--- src/rtl/cam_sched_pkg.sv ---
// Shared types and constants for the CAM command-port scheduler.
// Used by cam_port_scheduler and cam_rr_pick.
package cam_sched_pkg;

    typedef enum logic {
        ST_IDLE = 1'b0,
        ST_LOCK = 1'b1
    } cam_state_e;

    localparam int STAT_W = 16;

    function automatic int cam_clog2(input int value);
        int res;
        res = 0;
        for (int i = 0; i < 31; i++) begin
            if ((1 << i) < value) begin
                res = i + 1;
            end
        end
        return res;
    endfunction

endpackage

--- src/rtl/cam_rr_pick.sv ---
// Combinational round-robin pick: first requester at or above the one-hot
// pointer, wrapping, via the double-width mask-subtract trick.
module cam_rr_pick
    import cam_sched_pkg::*;
#(
    parameter int N = 4
) (
    input  logic [N-1:0] req,
    input  logic [N-1:0] ptr,
    output logic [N-1:0] grant
);

    logic [2*N-1:0] dbl_req;
    logic [2*N-1:0] dbl_gnt;

    // Subtracting the pointer clears the first set bit at or above it; a
    // borrow past the top of the low half lands on the wrapped requester.
    always_comb begin
        dbl_req = {req, req};
        dbl_gnt = dbl_req & ~(dbl_req - {{N{1'b0}}, ptr});
        grant   = dbl_gnt[N-1:0] | dbl_gnt[2*N-1:N];
    end

endmodule

--- src/rtl/cam_port_scheduler.sv ---
// Shares one CAM command port among N requesters; owner locked until its last beat.
// Optional per-requester transaction counters with macro CAM_SCHED_STATS_EN.
//
//   state   | meaning
//   --------+------------------------------------------------------------
//   ST_IDLE | no owner; arbitrate among valid requesters this cycle
//   ST_LOCK | owner_q holds the port until its last beat is accepted
module cam_port_scheduler
    import cam_sched_pkg::*;
#(
    parameter int N  = 4,
    parameter int DW = 64,
    parameter int W  = 0
) (
    input  logic                      clk,
    input  logic                      rst_n,
    input  logic [N-1:0]              req_valid,
    input  logic [N-1:0]              req_last,
    input  logic [N*DW-1:0]           req_data,
    output logic [N-1:0]              req_ready,
    output logic                      out_valid,
    output logic [DW-1:0]             out_data,
    output logic                      out_last,
    output logic [cam_clog2(N)-1:0]   out_src,
    input  logic                      out_ready,
`ifdef CAM_SCHED_STATS_EN
    input  logic                      stat_clr,
    output logic [N*STAT_W-1:0]       stat_txn,
`endif
    output logic                      busy
);

    localparam int SW  = cam_clog2(N);
    localparam int WCW = cam_clog2((W > 1) ? W : 2);

    cam_state_e     state_q, state_d;
    logic [SW-1:0]  owner_q, owner_d;
    logic [N-1:0]   ptr_q, ptr_d;
    logic [WCW-1:0] wcnt_q, wcnt_d;
    logic           out_valid_q, out_valid_d;
    logic [DW-1:0]  out_data_q, out_data_d;
    logic           out_last_q, out_last_d;
    logic [SW-1:0]  out_src_q, out_src_d;

    logic [N-1:0]   grant;
    logic [SW-1:0]  grant_idx;
    logic [N-1:0]   req_ready_c;
    logic           accept;
    logic           txn_done;
    logic [DW-1:0]  beat_data [N];

    for (genvar g = 0; g < N; g++) begin : g_beat
        assign beat_data[g] = req_data[g*DW +: DW];
    end

    cam_rr_pick #(.N(N)) u_pick (
        .req   (req_valid),
        .ptr   (ptr_q),
        .grant (grant)
    );

    always_comb begin
        grant_idx = '0;
        for (int i = 0; i < N; i++) begin
            if (grant[i]) begin
                grant_idx = SW'(i);
            end
        end
    end

    always_comb begin
        state_d     = state_q;
        owner_d     = owner_q;
        ptr_d       = ptr_q;
        wcnt_d      = wcnt_q;
        out_valid_d = out_valid_q;
        out_data_d  = out_data_q;
        out_last_d  = out_last_q;
        out_src_d   = out_src_q;
        req_ready_c = '0;
        accept      = 1'b0;
        txn_done    = 1'b0;

        case (state_q)
            ST_IDLE: begin
                if (|req_valid) begin
                    owner_d = grant_idx;
                    state_d = ST_LOCK;
                end
            end
            ST_LOCK: begin
                req_ready_c[owner_q] = !out_valid_q || out_ready;
                accept   = req_valid[owner_q] && req_ready_c[owner_q];
                txn_done = accept && req_last[owner_q];
                if (txn_done) begin
                    state_d = ST_IDLE;
                    // Requester 0 may keep the pointer for W transactions in a row.
                    if (W > 1 && owner_q == '0 && wcnt_q != WCW'(W - 1)) begin
                        wcnt_d = WCW'(wcnt_q + 1'b1);
                    end else begin
                        wcnt_d = '0;
                        ptr_d  = (int'(owner_q) == N - 1) ? N'(1)
                                                          : (N'(1) << (int'(owner_q) + 1));
                    end
                end
            end
            default: state_d = ST_IDLE;
        endcase

        if (accept) begin
            out_valid_d = 1'b1;
            out_data_d  = beat_data[owner_q];
            out_last_d  = req_last[owner_q];
            out_src_d   = owner_q;
        end else if (out_ready) begin
            out_valid_d = 1'b0;
        end
    end

    always_ff @(posedge clk or negedge rst_n) begin
        if (!rst_n) begin
            state_q     <= ST_IDLE;
            owner_q     <= '0;
            ptr_q       <= N'(1);
            wcnt_q      <= '0;
            out_valid_q <= 1'b0;
            out_data_q  <= '0;
            out_last_q  <= 1'b0;
            out_src_q   <= '0;
        end else begin
            state_q     <= state_d;
            owner_q     <= owner_d;
            ptr_q       <= ptr_d;
            wcnt_q      <= wcnt_d;
            out_valid_q <= out_valid_d;
            out_data_q  <= out_data_d;
            out_last_q  <= out_last_d;
            out_src_q   <= out_src_d;
        end
    end

    assign req_ready = req_ready_c;
    assign out_valid = out_valid_q;
    assign out_data  = out_data_q;
    assign out_last  = out_last_q;
    assign out_src   = out_src_q;
    assign busy      = (state_q == ST_LOCK) || out_valid_q;

`ifdef CAM_SCHED_STATS_EN
    logic [STAT_W-1:0] stat_q [N];
    logic [STAT_W-1:0] stat_d [N];

    // Clear takes priority over a completion in the same cycle.
    always_comb begin
        for (int i = 0; i < N; i++) begin
            stat_d[i] = stat_q[i];
            if (stat_clr) begin
                stat_d[i] = '0;
            end else if (txn_done && owner_q == SW'(i) && stat_q[i] != '1) begin
                stat_d[i] = stat_q[i] + 1'b1;
            end
        end
    end

    always_ff @(posedge clk or negedge rst_n) begin
        if (!rst_n) begin
            for (int i = 0; i < N; i++) begin
                stat_q[i] <= '0;
            end
        end else begin
            for (int i = 0; i < N; i++) begin
                stat_q[i] <= stat_d[i];
            end
        end
    end

    for (genvar g = 0; g < N; g++) begin : g_stat
        assign stat_txn[g*STAT_W +: STAT_W] = stat_q[g];
    end
`endif

endmodule

--- config.mk ---
export PLATFORM = sky130hd
export DESIGN_NAME = cam_port_scheduler
export DESIGN_NICKNAME = d
export VERILOG_FILES = /design/src/rtl/cam_sched_pkg.sv /design/src/rtl/cam_rr_pick.sv /design/src/rtl/cam_port_scheduler.sv
export SDC_FILE = /design/constraint.sdc
export NUM_CORES = 1
export LEC_CHECK = 0
export BUFFER_PORTS_ARGS = -buffer_cell sky130_fd_sc_hd__buf_2
export CAP_MARGIN = 20
export CORE_AREA = 2 2 133 135
export DETAILED_ROUTE_END_ITERATION = 10
export DIE_AREA = 0 0 135 137
export PLACE_DENSITY = 0.63
export RECOVER_POWER = 50
export SYNTH_ARGS = -nofsm -noshare
export SYNTH_HDL_FRONTEND = slang
export SYNTH_SLANG_ARGS = --single-unit
export TNS_END_PERCENT = 10
--- constraint.sdc ---
create_clock -name clk -period 1.9 [get_ports clk]
set_input_delay 0.57 -clock clk [delete_from_list [all_inputs] [get_ports clk]]
set_output_delay 0.57 -clock clk [all_outputs]
set_load 0.02 [all_outputs]
**After elaboration in Yosys (flattened, before gate mapping)**

Cells that the tools add are included.

- Eq/ne operators: 1
- Reductions and logical operators: 10
- Bitwise logic cells: 6
- Shifts and indexed selects: 1
- Order comparisons: 3
- Add/subtract/negate cells: 2
- Muxes and demuxes: 22

Operators by type and width:

| operator | count |
|---|---|
| binary-select mux 64 bit (select 2 bit) | 1 |
| two-way mux 64 bit | 2 |
| two-way mux 1 bit | 10 |
| AND 8 bit | 1 |
| two-way mux 4 bit | 2 |
| NOT 8 bit | 1 |
| subtractor 8 x 4 -> 8 bit | 1 |
| binary-select mux 1 bit (select 2 bit) | 3 |
| AND 4 bit | 1 |
| two-way mux 2 bit | 2 |
| bitwise OR 4 bit | 1 |
| AND reduction 2 bit | 2 |
| OR reduction 4 bit | 1 |
| << shifter 1 x 3 -> 4 bit, first input constant | 1 |
| adder 2 x 1 -> 3 bit, second input constant | 1 |
| >= comparator 3 bit, second input constant | 1 |
| logical AND 1 bit | 3 |
| < comparator 2 x 3 -> 1 bit, second input constant | 1 |
| NOT 2 -> 3 bit | 1 |
| demux 1 bit (select 2 bit) | 1 |
| == test 2 x 1 -> 1 bit, second input constant | 1 |
| >= comparator 2 x 1 -> 1 bit, second input constant | 1 |
| logical OR 1 bit | 2 |
| case mux 1 bit (2 select lines) | 1 |
| other kinds (3) | 3 |

- Word-level logic and storage cells: 52
- Output and inout bits: 73
- Input bits: 267
- Register bits after elaboration: 75

**Logic depth before layout (Yosys ltp)**

- Word-level depth: 11
- Gate-level depth with buffers: 7
- Mapped depth without buffers: 6

**Hierarchy**

From an unflattened synthesis, not the netlist that was laid out.

- Cells, all modules: 288
- Area, all modules: 4,729.5 um^2

By module, submodules not included:

| module | times used | area each (um^2) | seq. area each (um^2) | cells an instance |
|---|---|---|---|---|
| cam_port_scheduler | 1 | 4,543.1 | 1,878.1 | 264 |
| cam_rr_pick | 1 | 186.4 | 0.0 | 24 |

**Worst setup path before layout**

Ideal clock, no wire load.

- Path kind: input-to-reg
- Start: in req_valid[3]
- End: reg out_data_q[0] (netlist: out_data[0])
- Setup slack: 0.014 ns
- Path buffers: 2
- Data required time: 1.772 ns
- Stages: 5
- Setup time: 0.128 ns
- Data arrival time: 1.759 ns
- Path through: mux4_2 > nand3_2 > buf_6 > buf_6 > mux2_1

- Cells in the longest elaborated chain, start to end: 4

Ends and longest elaborated chain:

| what | RTL line | source |
|---|---|---|
| start, declared | cam_port_scheduler.sv:17 | `input logic [N-1:0] req_valid,` |
| binary-select mux 1 bit (select 2 bit) | cam_port_scheduler.sv:93 | `accept = req_valid[owner_q] && req_ready_c[owner_q];` |
| two-way mux 1 bit (implied by the code) | cam_port_scheduler.sv:93 |  |
| logical AND 1 bit | cam_port_scheduler.sv:93 |  |
| two-way mux 1 bit | cam_port_scheduler.sv:84 | `case (state_q)` |
| end signal, assigned | cam_port_scheduler.sv:136 | `out_data_q <= out_data_d;` |
| end, declared | cam_port_scheduler.sv:41 | `logic [DW-1:0] out_data_q, out_data_d;` |

Every way passes these cells. The select of a mux whose other input is x is not followed.
A chain may end at the register's enable or synchronous reset.

**Worst setup path after layout**

- Start: reg owner_q[1]
- End: reg out_data_q[3] (netlist: out_data[3])

- Cells in the longest elaborated chain, start to end: 9
- Elaborated cells between the ends (all ways): 16
- Classes of those cells: order compare: 2; mux: 10; bitwise: 2; reduce/logical: 2

Ends and longest elaborated chain:

| what | RTL line | source |
|---|---|---|
| start, declared | cam_port_scheduler.sv:37 | `logic [SW-1:0] owner_q, owner_d;` |
| start signal, assigned | cam_port_scheduler.sv:132 | `owner_q <= owner_d;` |
| < comparator 2 x 3 -> 1 bit (implied by the code) / >= comparator 2 x 1 -> 1 bit (equally long branches) | cam_port_scheduler.sv:92 | `req_ready_c[owner_q] = !out_valid_q \|\| out_ready;` |
| logical AND 1 bit (implied by the code) | cam_port_scheduler.sv:92 |  |
| two-way mux 1 bit (implied by the code) | cam_port_scheduler.sv:92 |  |
| demux 1 bit (select 2 bit) | cam_port_scheduler.sv:92 |  |
| AND 4 bit (no line) | n/a |  |
| binary-select mux 1 bit (select 2 bit) | cam_port_scheduler.sv:93 |  |
| two-way mux 1 bit (implied by the code) | cam_port_scheduler.sv:93 |  |
| logical AND 1 bit | cam_port_scheduler.sv:93 |  |
| two-way mux 1 bit | cam_port_scheduler.sv:84 |  |

Several ways; a longest one is shown, not always the timed one. The select of a mux whose other input is x is not followed.

==> out/results.tsv <==
stage	metric	value	unit
floorplan	dieHeight	137	um
status	violations	setup timing	
logic_synthesis	synth_cell_type_count	33	
drt	avgRoutedWirePerCell	18.3	um
power	ir_drop	0.000674	V
worst_setup_path	crit_end	out_data[3]	
finish	area_growth	61.5	%
worst_setup_path	crit_fanout	8	
drt	first_iter_violations	97	
timing	fin_skew	0.00781	ns
logic_synthesis	synth_warnings	0	
hold_path	hold_start	out_data[11]	
timing	tightest_slew	1.09	ns
worst_setup_path	ff2ff_setup_slack	-0.11	ns
drt	vias	4191	
floorplan	rows	48	
clock_network	tritoncts	done	
logic_synthesis	muxShareOfSynthArea	48.8	%
finish	stdcell_count	875	
logic_synthesis	synthTopCellsByCount	dfrtp_1, mux4_2, mux2_2	
logic_synthesis	ys_seq_area_share	40.9	%
global_routing	antenna_found_initial	1	
drt	drcViolationCount	0	
clock_network	cts_buffer_depth	2	
logic_synthesis	syn-num-nets	555	
place	io_buffers	339	
worst_setup_path	arrival	2.23	ns
floorplan	dieWidth	135	um
worst_setup_path	crit_path_end_kind	flop	
logic_synthesis	synth_area_leaders	dfrtp_1, mux4_2, mux2_2, mux2_1, buf_6	
place	dp_hpwl	11.9	mm
power	power.density	1780	nW/um2
global_routing	grt_start_max_net_pins	76	
power	power.leakage	0.00367	uW
finish	nNetsFinal	916	
logic_synthesis	yosys.cell_count.top_type	dfrtp_1	
logic_synthesis	synth-edff-count	0	
clock_network	clock_latency	0.33	ns
place	dp.cells	848	
place	pre_cts_slack	-0.241	ns
floorplan	io_pins	340	
timing	fmax	0.496	GHz
logic_synthesis	syn_area_per_cell	16.2	um2
floorplan	die_area	18500	um2
drt	ant_nets	0	
timing	setup_viol	68	
global_routing	grt.total_usage	15.5	%
timing	fin_crit_sh	106	%
logic_synthesis	synthSimpleGateAreaFrac	2.72	%
place	gp_congestion	0.820	
clock_network	path_clk_slew	0.06	ns
finish	antennaDiodeCount	0	
worst_setup_path	timing.rr.start	owner_q[1]	
status	outcome	finished with violations	
timing	period_needed	2.01	ns
timing	slew_headroom	27.4	%
global_routing	grt_pass1_wl	21.5	mm
logic_synthesis	syn_area	4590	um2
floorplan	initial_core_util	26.9	%
worst_setup_path	start_kind	flop	
logic_synthesis	synth_top_area_share	40.3	%
worst_setup_path	worstSetupPathType	flop to flop	
drt	wl	16.0	mm
logic_synthesis	netlist_instances	284	
logic_synthesis	synth_top_family_by_area	multiplexers	
timing	setup_ws	-0.115	ns
run	cap_viol_max_count	0	
worst_setup_path	required	2.11	ns
clock_network	cts_buffers	9	
drt	via_per_inst	4.79	
worst_setup_path	crit_start	owner_q[1]	
timing	grt_setup_unrepaired	yes	
worst_setup_path	timing.rr.end	out_data[3]	
clock_network	htree_num_levels	3	
worst_setup_path	rr_worst_depth	5	
global_routing	gr-total-overflow	0	
floorplan	core-area	17100	um2
logic_synthesis	synth-seq-cells	75	
clock_network	cts-root-buf	clkbuf_16	
logic_synthesis	async_reset_ff_share	100	%
drt	dr.pass1.iters	4	
logic_synthesis	synth_area_leader_cell	dfrtp_1	
global_routing	grt_pass1_vias	4289	
logic_synthesis	synth-compound-area-share	2.51	%
timing	finalHoldViolations	0	
logic_synthesis	synthXorXnorAreaFrac	0.191	%
clock_network	clock-sinks	75	
logic_synthesis	synthAdderAreaFrac	1.25	%
finish	drive_above_1_share	81.1	%
timing	maxSlewViolCount	0	
logic_synthesis	synth_flop_cell	dfrtp_1	
hold_path	hold_class	flop to flop	
-- registers in the layout (all words and copies together) (netlist names) --
signal and cells:
owner_q 2, ptr_q 4, out_data 64, out_last 1, out_src 2, state_q 1
out_valid 1
-- final cells by class --
type	count	area [um2]
clock buffer	12	256
clock inverter	4	72.6
fill	1659	9640
inverter	6	22.5
multi-input combinational	180	2750
sequential	75	1890
tap	225	282
timing repair buffer	373	2150
-- placed cells by master (no fill, tap or decap), types with 3 or more instances in the layout --
cell type  netlist  routed
nand2_1         10       8
o21a_1           3       3
mux4_2          66      66
ha_1             3       3
o21ai_0          4       4
inv_1            6       6
clkbuf_16        0      13
nor2_1           4       3
dfrtp_1         74      72
mux2_4           0      39
buf_12           0       7
buf_2            7     333
buf_6            4       5
mux2_1          18       6
buf_4            4      20
mux2_2          49      22
-- timing repair --
action | CTS | global route
pin swaps | 1 | 3
setup buffers | 4 | 0
gates cloned | 0 | 7
gates resized for setup | 17 | 44
endpoints found under the setup margin | 21 | 70
hold buffers | 0 | 0
-- worst max-delay path, stage by stage, from the launching register on --
cell and delay, ns:
dfrtp_4 0.50, buf_6 0.13, mux4_2 0.52, nand3_4 0.22, clkbuf_16 0.22, mux2_4 0.30
-- cell families (layout without fill, tap and decap cells) --
logic type,Yosys count,after routing
XOR/XNOR,1,1
AND/OR/NAND/NOR,25,26
flip-flops,75,75
buffers and inverters,30,395
multiplexers,133,133
AO/OA/AOI/OAI,16,16
adder cells (fa/ha/maj),4,4
-- report_power, final --
| group | switching [uW] | internal, uW |
|---|---|---|
| clock network | 661 | 1220 |
| logic | 3850 | 4510 |
| registers | 447 | 2480 |
-- metal layers --
layer / vias up / share of wire [%] / wire length [um] / track usage [%]
li1: 1875 / - / - / -
met1: 2071 / 36 / 5800 / 15.2
met2: 220 / 53 / 8540 / 29.9
met3: 23 / 7.9 / 1260 / 5.11
met4: 2 / 2.3 / 367 / 6.02
met5: - / 0.11 / 17 / 0
-- stage by stage --
step	total power, uW	cell area (um2)	utilization (%)	setup TNS (ns)	hold WS, ns
after global placement	9940	6710	39.3	-13.26	0.461
after global routing	14000	7420	43.5	-8.49	0.498
after detailed placement	10100	6710	39.3	-14.49	0.475
final	13200	7420	43.5	-5.79	0.486
after CTS	12200	7140	41.8	-7.74	0.259
after floorplan	7790	4590	-	0	0.274
-- worst min path at each step --
stage | end | cells past startpoint | slack (ns)
floorplan | out_data[0] | 0 | 0.27
global placement | out_last | 2 | 0.46
detailed placement | out_data[11] | 1 | 0.48
CTS | out_data[0] | 2 | 0.26
global route | out_data[13] | 1 | 0.50
finish | out_data[11] | 1 | 0.49
Power figures use the tool's default switching activity.
